**src/rtl/rob_dual_commit.sv**
```systemverilog
// Reorder buffer with an explicit occupancy counter and up to two in-order commits per cycle.
// Branches resolve at the head; a mispredict flushes the whole buffer and redirects fetch.
module rob_dual_commit #(
    parameter int unsigned DEPTH = 8,
    parameter int unsigned IDX_W = 3,
    parameter int unsigned NWB   = 3,
    parameter int unsigned XLEN  = 32
) (
    input  logic                  clk_in,
    input  logic                  rst_n_in,
    input  logic                  rdy_in,
    input  logic                  alloc_valid,
    input  logic [1:0]            alloc_kind,
    input  logic [4:0]            alloc_rd,
    input  logic [XLEN-1:0]       alloc_imm,
    input  logic [XLEN-1:0]       alloc_pc,
    input  logic                  alloc_pred,
    input  logic                  alloc_is_c,
    output logic                  rob_full,
    output logic [IDX_W-1:0]      rob_free_id,
    output logic [IDX_W-1:0]      rob_head,
    input  logic [IDX_W-1:0]      q1_id,
    input  logic [IDX_W-1:0]      q2_id,
    output logic                  q1_ready,
    output logic                  q2_ready,
    output logic [XLEN-1:0]       q1_value,
    output logic [XLEN-1:0]       q2_value,
    input  logic [NWB-1:0]        wb_valid,
    input  logic [NWB*IDX_W-1:0]  wb_id,
    input  logic [NWB*XLEN-1:0]   wb_value,
    input  logic [XLEN-1:0]       wb_target,
    output logic [1:0]            cm_en,
    output logic [4:0]            cm_rd0,
    output logic [4:0]            cm_rd1,
    output logic [IDX_W-1:0]      cm_id0,
    output logic [IDX_W-1:0]      cm_id1,
    output logic [XLEN-1:0]       cm_val0,
    output logic [XLEN-1:0]       cm_val1,
    output logic                  jalr_finish,
    output logic                  branch_finish,
    output logic [XLEN-1:0]       pc_next,
    output logic [XLEN-1:0]       pc_branch,
    output logic                  pre,
    output logic                  ans,
    output logic                  clear_all,
    output logic                  halt
);

    typedef enum logic [1:0] {KindNormal, KindBranch, KindJalr, KindHalt} kind_e;

    logic [DEPTH-1:0] valid_q, valid_d, ready_q, ready_d;
    kind_e            kind_q [DEPTH];
    kind_e            kind_d [DEPTH];
    logic [4:0]       rd_q [DEPTH];
    logic [4:0]       rd_d [DEPTH];
    logic [XLEN-1:0]  imm_q [DEPTH];
    logic [XLEN-1:0]  imm_d [DEPTH];
    logic [XLEN-1:0]  pc_q [DEPTH];
    logic [XLEN-1:0]  pc_d [DEPTH];
    logic [XLEN-1:0]  value_q [DEPTH];
    logic [XLEN-1:0]  value_d [DEPTH];
    logic [XLEN-1:0]  target_q [DEPTH];
    logic [XLEN-1:0]  target_d [DEPTH];
    logic [DEPTH-1:0] pred_q, pred_d, is_c_q, is_c_d;

    logic [IDX_W-1:0] head_q, head_d, tail_q, tail_d, head1;
    logic [IDX_W:0]   count_q, count_d;

    logic [1:0]       cm_en_q, cm_en_d;
    logic [4:0]       cm_rd0_q, cm_rd0_d, cm_rd1_q, cm_rd1_d;
    logic [IDX_W-1:0] cm_id0_q, cm_id0_d, cm_id1_q, cm_id1_d;
    logic [XLEN-1:0]  cm_val0_q, cm_val0_d, cm_val1_q, cm_val1_d;
    logic [XLEN-1:0]  pc_next_q, pc_next_d, pc_branch_q, pc_branch_d;
    logic             jalr_q, jalr_d, branch_q, branch_d, pre_q, pre_d, ans_q, ans_d;
    logic             clear_q, clear_d, halt_q, halt_d;

    logic             c0, c1, mispredict, alloc_ok;
    logic [1:0]       n_commit;

    assign head1       = head_q + IDX_W'(1);
    assign rob_full    = (count_q == (IDX_W+1)'(DEPTH));
    assign rob_free_id = tail_q;
    assign rob_head    = head_q;
    assign q1_ready    = valid_q[q1_id] & ready_q[q1_id];
    assign q2_ready    = valid_q[q2_id] & ready_q[q2_id];
    assign q1_value    = q1_ready ? value_q[q1_id] : '0;
    assign q2_value    = q2_ready ? value_q[q2_id] : '0;

    // Slot 1 pairs only two plain instructions so redirects are never mixed with a second commit.
    assign c0 = valid_q[head_q] & ready_q[head_q];
    assign c1 = c0 & valid_q[head1] & ready_q[head1] &
                (kind_q[head_q] == KindNormal) & (kind_q[head1] == KindNormal);
    assign mispredict = c0 & (kind_q[head_q] == KindBranch) &
                        (value_q[head_q][0] != pred_q[head_q]);
    assign alloc_ok   = alloc_valid & ~rob_full & ~mispredict;
    assign n_commit   = c1 ? 2'd2 : (c0 ? 2'd1 : 2'd0);

    always_comb begin
        cm_en_d     = '0;
        cm_rd0_d    = '0;
        cm_rd1_d    = '0;
        cm_id0_d    = '0;
        cm_id1_d    = '0;
        cm_val0_d   = '0;
        cm_val1_d   = '0;
        jalr_d      = 1'b0;
        branch_d    = 1'b0;
        clear_d     = 1'b0;
        pc_next_d   = pc_next_q;
        pc_branch_d = pc_branch_q;
        pre_d       = pre_q;
        ans_d       = ans_q;
        halt_d      = halt_q;
        if (c0) begin
            case (kind_q[head_q])
                KindBranch: begin
                    branch_d    = 1'b1;
                    pc_branch_d = pc_q[head_q];
                    pre_d       = pred_q[head_q];
                    ans_d       = value_q[head_q][0];
                    if (mispredict) begin
                        clear_d   = 1'b1;
                        pc_next_d = value_q[head_q][0] ? pc_q[head_q] + imm_q[head_q] :
                                    pc_q[head_q] + (is_c_q[head_q] ? XLEN'(2) : XLEN'(4));
                    end
                end
                KindJalr: begin
                    jalr_d    = 1'b1;
                    pc_next_d = target_q[head_q];
                end
                KindHalt: halt_d = 1'b1;
                default: ;
            endcase
            if (kind_q[head_q] != KindBranch) begin
                cm_en_d[0] = 1'b1;
                cm_rd0_d   = rd_q[head_q];
                cm_id0_d   = head_q;
                cm_val0_d  = value_q[head_q];
            end
        end
        if (c1) begin
            cm_en_d[1] = 1'b1;
            cm_rd1_d   = rd_q[head1];
            cm_id1_d   = head1;
            cm_val1_d  = value_q[head1];
        end
    end

    always_comb begin
        valid_d  = valid_q;
        ready_d  = ready_q;
        kind_d   = kind_q;
        rd_d     = rd_q;
        imm_d    = imm_q;
        pc_d     = pc_q;
        value_d  = value_q;
        target_d = target_q;
        pred_d   = pred_q;
        is_c_d   = is_c_q;
        head_d   = head_q;
        tail_d   = tail_q;
        count_d  = count_q;
        if (mispredict) begin
            valid_d = '0;
            ready_d = '0;
            head_d  = '0;
            tail_d  = '0;
            count_d = '0;
        end else begin
            // Ascending port order lets the highest port win on a shared id.
            for (int unsigned p = 0; p < NWB; p++) begin
                if (wb_valid[p] && valid_q[wb_id[p*IDX_W +: IDX_W]]) begin
                    ready_d[wb_id[p*IDX_W +: IDX_W]] = 1'b1;
                    value_d[wb_id[p*IDX_W +: IDX_W]] = wb_value[p*XLEN +: XLEN];
                    if (p == 0) target_d[wb_id[p*IDX_W +: IDX_W]] = wb_target;
                end
            end
            if (c0) begin
                valid_d[head_q] = 1'b0;
                ready_d[head_q] = 1'b0;
            end
            if (c1) begin
                valid_d[head1] = 1'b0;
                ready_d[head1] = 1'b0;
            end
            if (alloc_ok) begin
                valid_d[tail_q] = 1'b1;
                ready_d[tail_q] = 1'b0;
                kind_d[tail_q]  = kind_e'(alloc_kind);
                rd_d[tail_q]    = alloc_rd;
                imm_d[tail_q]   = alloc_imm;
                pc_d[tail_q]    = alloc_pc;
                pred_d[tail_q]  = alloc_pred;
                is_c_d[tail_q]  = alloc_is_c;
                tail_d          = tail_q + IDX_W'(1);
            end
            head_d  = head_q + IDX_W'(n_commit);
            count_d = count_q + (IDX_W+1)'(alloc_ok) - (IDX_W+1)'(n_commit);
        end
    end

    always_ff @(posedge clk_in or negedge rst_n_in) begin
        if (!rst_n_in) begin
            valid_q     <= '0;
            ready_q     <= '0;
            kind_q      <= '{default: KindNormal};
            rd_q        <= '{default: '0};
            imm_q       <= '{default: '0};
            pc_q        <= '{default: '0};
            value_q     <= '{default: '0};
            target_q    <= '{default: '0};
            pred_q      <= '0;
            is_c_q      <= '0;
            head_q      <= '0;
            tail_q      <= '0;
            count_q     <= '0;
            cm_en_q     <= '0;
            cm_rd0_q    <= '0;
            cm_rd1_q    <= '0;
            cm_id0_q    <= '0;
            cm_id1_q    <= '0;
            cm_val0_q   <= '0;
            cm_val1_q   <= '0;
            pc_next_q   <= '0;
            pc_branch_q <= '0;
            jalr_q      <= 1'b0;
            branch_q    <= 1'b0;
            pre_q       <= 1'b0;
            ans_q       <= 1'b0;
            clear_q     <= 1'b0;
            halt_q      <= 1'b0;
        end else if (rdy_in) begin
            valid_q     <= valid_d;
            ready_q     <= ready_d;
            kind_q      <= kind_d;
            rd_q        <= rd_d;
            imm_q       <= imm_d;
            pc_q        <= pc_d;
            value_q     <= value_d;
            target_q    <= target_d;
            pred_q      <= pred_d;
            is_c_q      <= is_c_d;
            head_q      <= head_d;
            tail_q      <= tail_d;
            count_q     <= count_d;
            cm_en_q     <= cm_en_d;
            cm_rd0_q    <= cm_rd0_d;
            cm_rd1_q    <= cm_rd1_d;
            cm_id0_q    <= cm_id0_d;
            cm_id1_q    <= cm_id1_d;
            cm_val0_q   <= cm_val0_d;
            cm_val1_q   <= cm_val1_d;
            pc_next_q   <= pc_next_d;
            pc_branch_q <= pc_branch_d;
            jalr_q      <= jalr_d;
            branch_q    <= branch_d;
            pre_q       <= pre_d;
            ans_q       <= ans_d;
            clear_q     <= clear_d;
            halt_q      <= halt_d;
        end
    end

    assign cm_en         = cm_en_q;
    assign cm_rd0        = cm_rd0_q;
    assign cm_rd1        = cm_rd1_q;
    assign cm_id0        = cm_id0_q;
    assign cm_id1        = cm_id1_q;
    assign cm_val0       = cm_val0_q;
    assign cm_val1       = cm_val1_q;
    assign jalr_finish   = jalr_q;
    assign branch_finish = branch_q;
    assign pc_next       = pc_next_q;
    assign pc_branch     = pc_branch_q;
    assign pre           = pre_q;
    assign ans           = ans_q;
    assign clear_all     = clear_q;
    assign halt          = halt_q;

endmodule

```
**config.mk**
```make
export PLATFORM = sky130hd
export DESIGN_NAME = rob_dual_commit
export DESIGN_NICKNAME = d
export VERILOG_FILES = /design/src/rtl/rob_dual_commit.sv
export SDC_FILE = /design/constraint.sdc
export NUM_CORES = 2
export LEC_CHECK = 0
export BUFFER_PORTS_ARGS = -buffer_cell sky130_fd_sc_hd__clkbuf_2
export CORE_UTILIZATION = 26
export CTS_CLUSTER_DIAMETER = 150
export CTS_CLUSTER_SIZE = 20
export DETAILED_ROUTE_END_ITERATION = 16
export HOLD_SLACK_MARGIN = 0.1
export PLACE_DENSITY = 0.48
export SLEW_MARGIN = 10
export SYNTH_ARGS = -nofsm -noshare
export SYNTH_HDL_FRONTEND = slang
export SYNTH_SLANG_ARGS = --single-unit
```
**constraint.sdc**
```tcl
create_clock -name clk_in -period 14.3 [get_ports clk_in]
set_clock_uncertainty 0.1 [all_clocks]
set_input_delay 0 -clock clk_in [delete_from_list [all_inputs] [get_ports clk_in]]
set_output_delay 0 -clock clk_in [all_outputs]
set_load 0.05 [all_outputs]
```
==> metrics.yaml <==
status:
  status: "finished, final reports clean"
synthesis:
  async_flop_share_pct: 100
  synth_cell_types: 80
  seq_area_frac_synth_pct: 47.2
  synth_edf_count: 0
  syn_area_um2: 67600
  syn_inst: 6050
  syn_avg_cell_area_um2: 11.2
  synth_warnings: 0
  ys_ff_latch: 1274
  syn_nets: 6316
  synth_ff_type: "dfrtp_1"
sta:
  setup_viol: 0
  rsz0062_at_grt: "no"
  finalMaxSlewViolations: 0
  fin_tns_setup_ns: 0
  timing_hold_violations_final: 0
  slew_headroom_pct: 23.1
  holdWs_ns: 0.104
  fmaxAchievable_ghz: 0.144
  max_slew.worst_pin.slew_ns: 1.15
  layout_min_cycle_time_ns: 6.92
  period_share_pct: 48.4
route:
  dr.pass1.iters: 6
  routed_wl_um: 300000
  detail-route-antenna-nets: 0
  wl_per_cell_um: 30.4
  drc: 0
  viasPerCell: 5.78
  drtIter0Drc: 7231
  vias: 57124
layout:
  final_core_util_pct: 30.6
  ff_latch_area_um2: 31900
  fillers: 26270
  final_common_cell: "dfrtp_1"
  final_cell_count_no_fill: 9882
  fin_nets: 6730
  area_growth_pct: 16.6
  multi_input_area_um2: 33300
  most-common-layout-cells: "dfrtp_1, mux2_2, nor2_1"
  drive_above_1_share_pct: 25.9
die:
  chipHeight_um: 512
  die_w_um: 512
  ioPinCount: 448
  rows: 186
  start_util_pct: 26.2
  coreArea_um2: 258000
  die_area_um2: 262000
placed_design:
  portBuffers: 447
  finalWeightedCongestion: 0.890
  placedCellCount: 9383
  hpwl_um: 177000
global_routing:
  grt_pass1_vias: 56225
  grt.overflow.total: 0
  grt_max_degree: 176
  antenna_found_initial: 75
  grt_use_met3_pct: 5.12
  grt_pass1_wl_um: 429000
  grt_util_met2_pct: 34.5
  track_usage_pct: 22.3
  grt_util_met1_pct: 29.9
  grt-busiest-layer: "met2"
job:
  max_cap_violations: 0
worst_setup_path:
  cp.required_ns: 14.85
  start_kind: "register"
  crit_type: "register to register"
  path_max_fanout: 56
  crit_arrival_ns: 7.47
  end_kind: "register"
clock_network:
  cts_max_path_buffers: 3
  cts-root-buf: "clkbuf_16"
  path_clk_slew_ns: 0.09
  cts_sinks: 1274
  cts-resized-gates: 0
  clk_latency_ns: 0.77
  htreeDepth: 3
  cts-buffers-inserted: 74
  cts_tree: "yes"
worst_hold_path:
  hold_path.class: "primary input to register"
pwr:
  power_leakage_nw: 33.9
  power_density_nw_per_um2: 201
  finalPower_mw: 15.8
  ir_drop_mv: 0.182
## cells in the mapped netlist, types with 48 or more instances
library cell,instances,area share [%]
o21ai_0,148,1.1
nand3_1,48,0.36
a22o_1,70,0.91
dfrtp_1,1274,47
a22oi_1,292,3.2
mux2_2,771,13
nand2_1,367,2.0
nor2_1,496,2.8
a21o_1,51,0.57
a2bb2oi_1,96,1.2
a31oi_1,52,0.48
mux4_2,176,5.9
nor3_1,192,1.4
mux2_1,124,2.1
o22ai_1,153,1.4
mux2i_1,114,1.7
buf_2,66,0.49
a21oi_1,300,2.2
clkbuf_1,365,2.0
o221ai_1,146,1.9
buf_1,99,0.55
## final timing paths
kind | start | to | slack (ns) | depth (start not counted)
max | rob_head[1] | pc_next[25] | 7.38 | 15
min | alloc_imm[27] | imm_q[219] | 0.10 | 3
max reg2reg | rob_head[1] | pc_next[25] | 7.38 | 15
min reg2reg | halt | halt | 0.38 | 1
max in group asynchronous | rst_n_in | target_q[191] | 10.91 | 6
min in group asynchronous | rst_n_in | pc_q[179] | 0.45 | 4
## flip-flops by register name, summed over array words and instances, names as in the netlist, 2 cells and up
register / flops
pc_next: 32
rd_q: 40
valid_q: 8
is_c_q: 8
cm_val1: 32
value_q: 256
count_q: 4
rob_head: 3
ready_q: 8
pc_q: 256
cm_rd0: 5
pc_branch: 32
kind_q: 16
pred_q: 8
cm_id0: 3
rob_free_id: 3
cm_val0: 32
imm_q: 256
cm_en: 2
target_q: 256
cm_rd1: 5
cm_id1: 3
## power breakdown
group          total, mW  switching [mW]  internal (mW)
registers           6.24            1.23           5.00
logic               7.26            4.24           3.02
clock network       2.32            1.35          0.961
total               15.8            6.83           8.99
## area by class of cell
class	count	share of cell area [%]
tap	3384	5.37
antenna	25	0.0794
clock inverter	7	0.197
clock buffer	78	2.40
timing repair buffer	957	9.12
multi-input combinational	4125	42.2
sequential	1274	40.5
inverter	32	0.159
## worst max-delay path: stages, from the launching register on
cell	delay (ns)
dfrtp_2	0.91
nand2_2	0.54
nor2_4	0.45
buf_4	0.79
buf_4	0.61
a22oi_1	0.18
a41oi_1	0.40
ha_1	0.38
a211oi_1	0.26
nand2_1	0.11
a211oi_1	0.36
o21ai_0	0.34
a21boi_0	0.38
nor3_1	0.12
or4_1	0.48
a32o_1	0.23
## stage by stage
step	worst slack, ns	area (um2)
finish	7.38	78800
global route	7.20	78800
global placement	7.60	72800
floorplan	8.85	67600
detailed placement	7.62	72800
CTS	7.57	78700
## layer usage
layer	vias up	wire length, um
met1	29623	126000
met4	40	13400
met3	690	25900
met2	3165	135000
li1	23606	-
met5	-	272
## kinds of logic after synthesis
| group | synth area share [%] |
|---|---|
| AOI/OAI and AO/OA | 16.4 |
| and+or+nand+nor | 8.50 |
| DFF | 47.2 |
| muxes | 22.5 |
| buffers and inverters | 4.19 |
| adders and majority gates | 0.829 |
| xor gates and xnor gates | 0.402 |
## what timing repair did
action	in CTS	in global routing
setup buffers	0	0
hold endpoints to repair	1564	0
hold buffers	389	0
No activity file was read; power rests on OpenSTA's default activity.
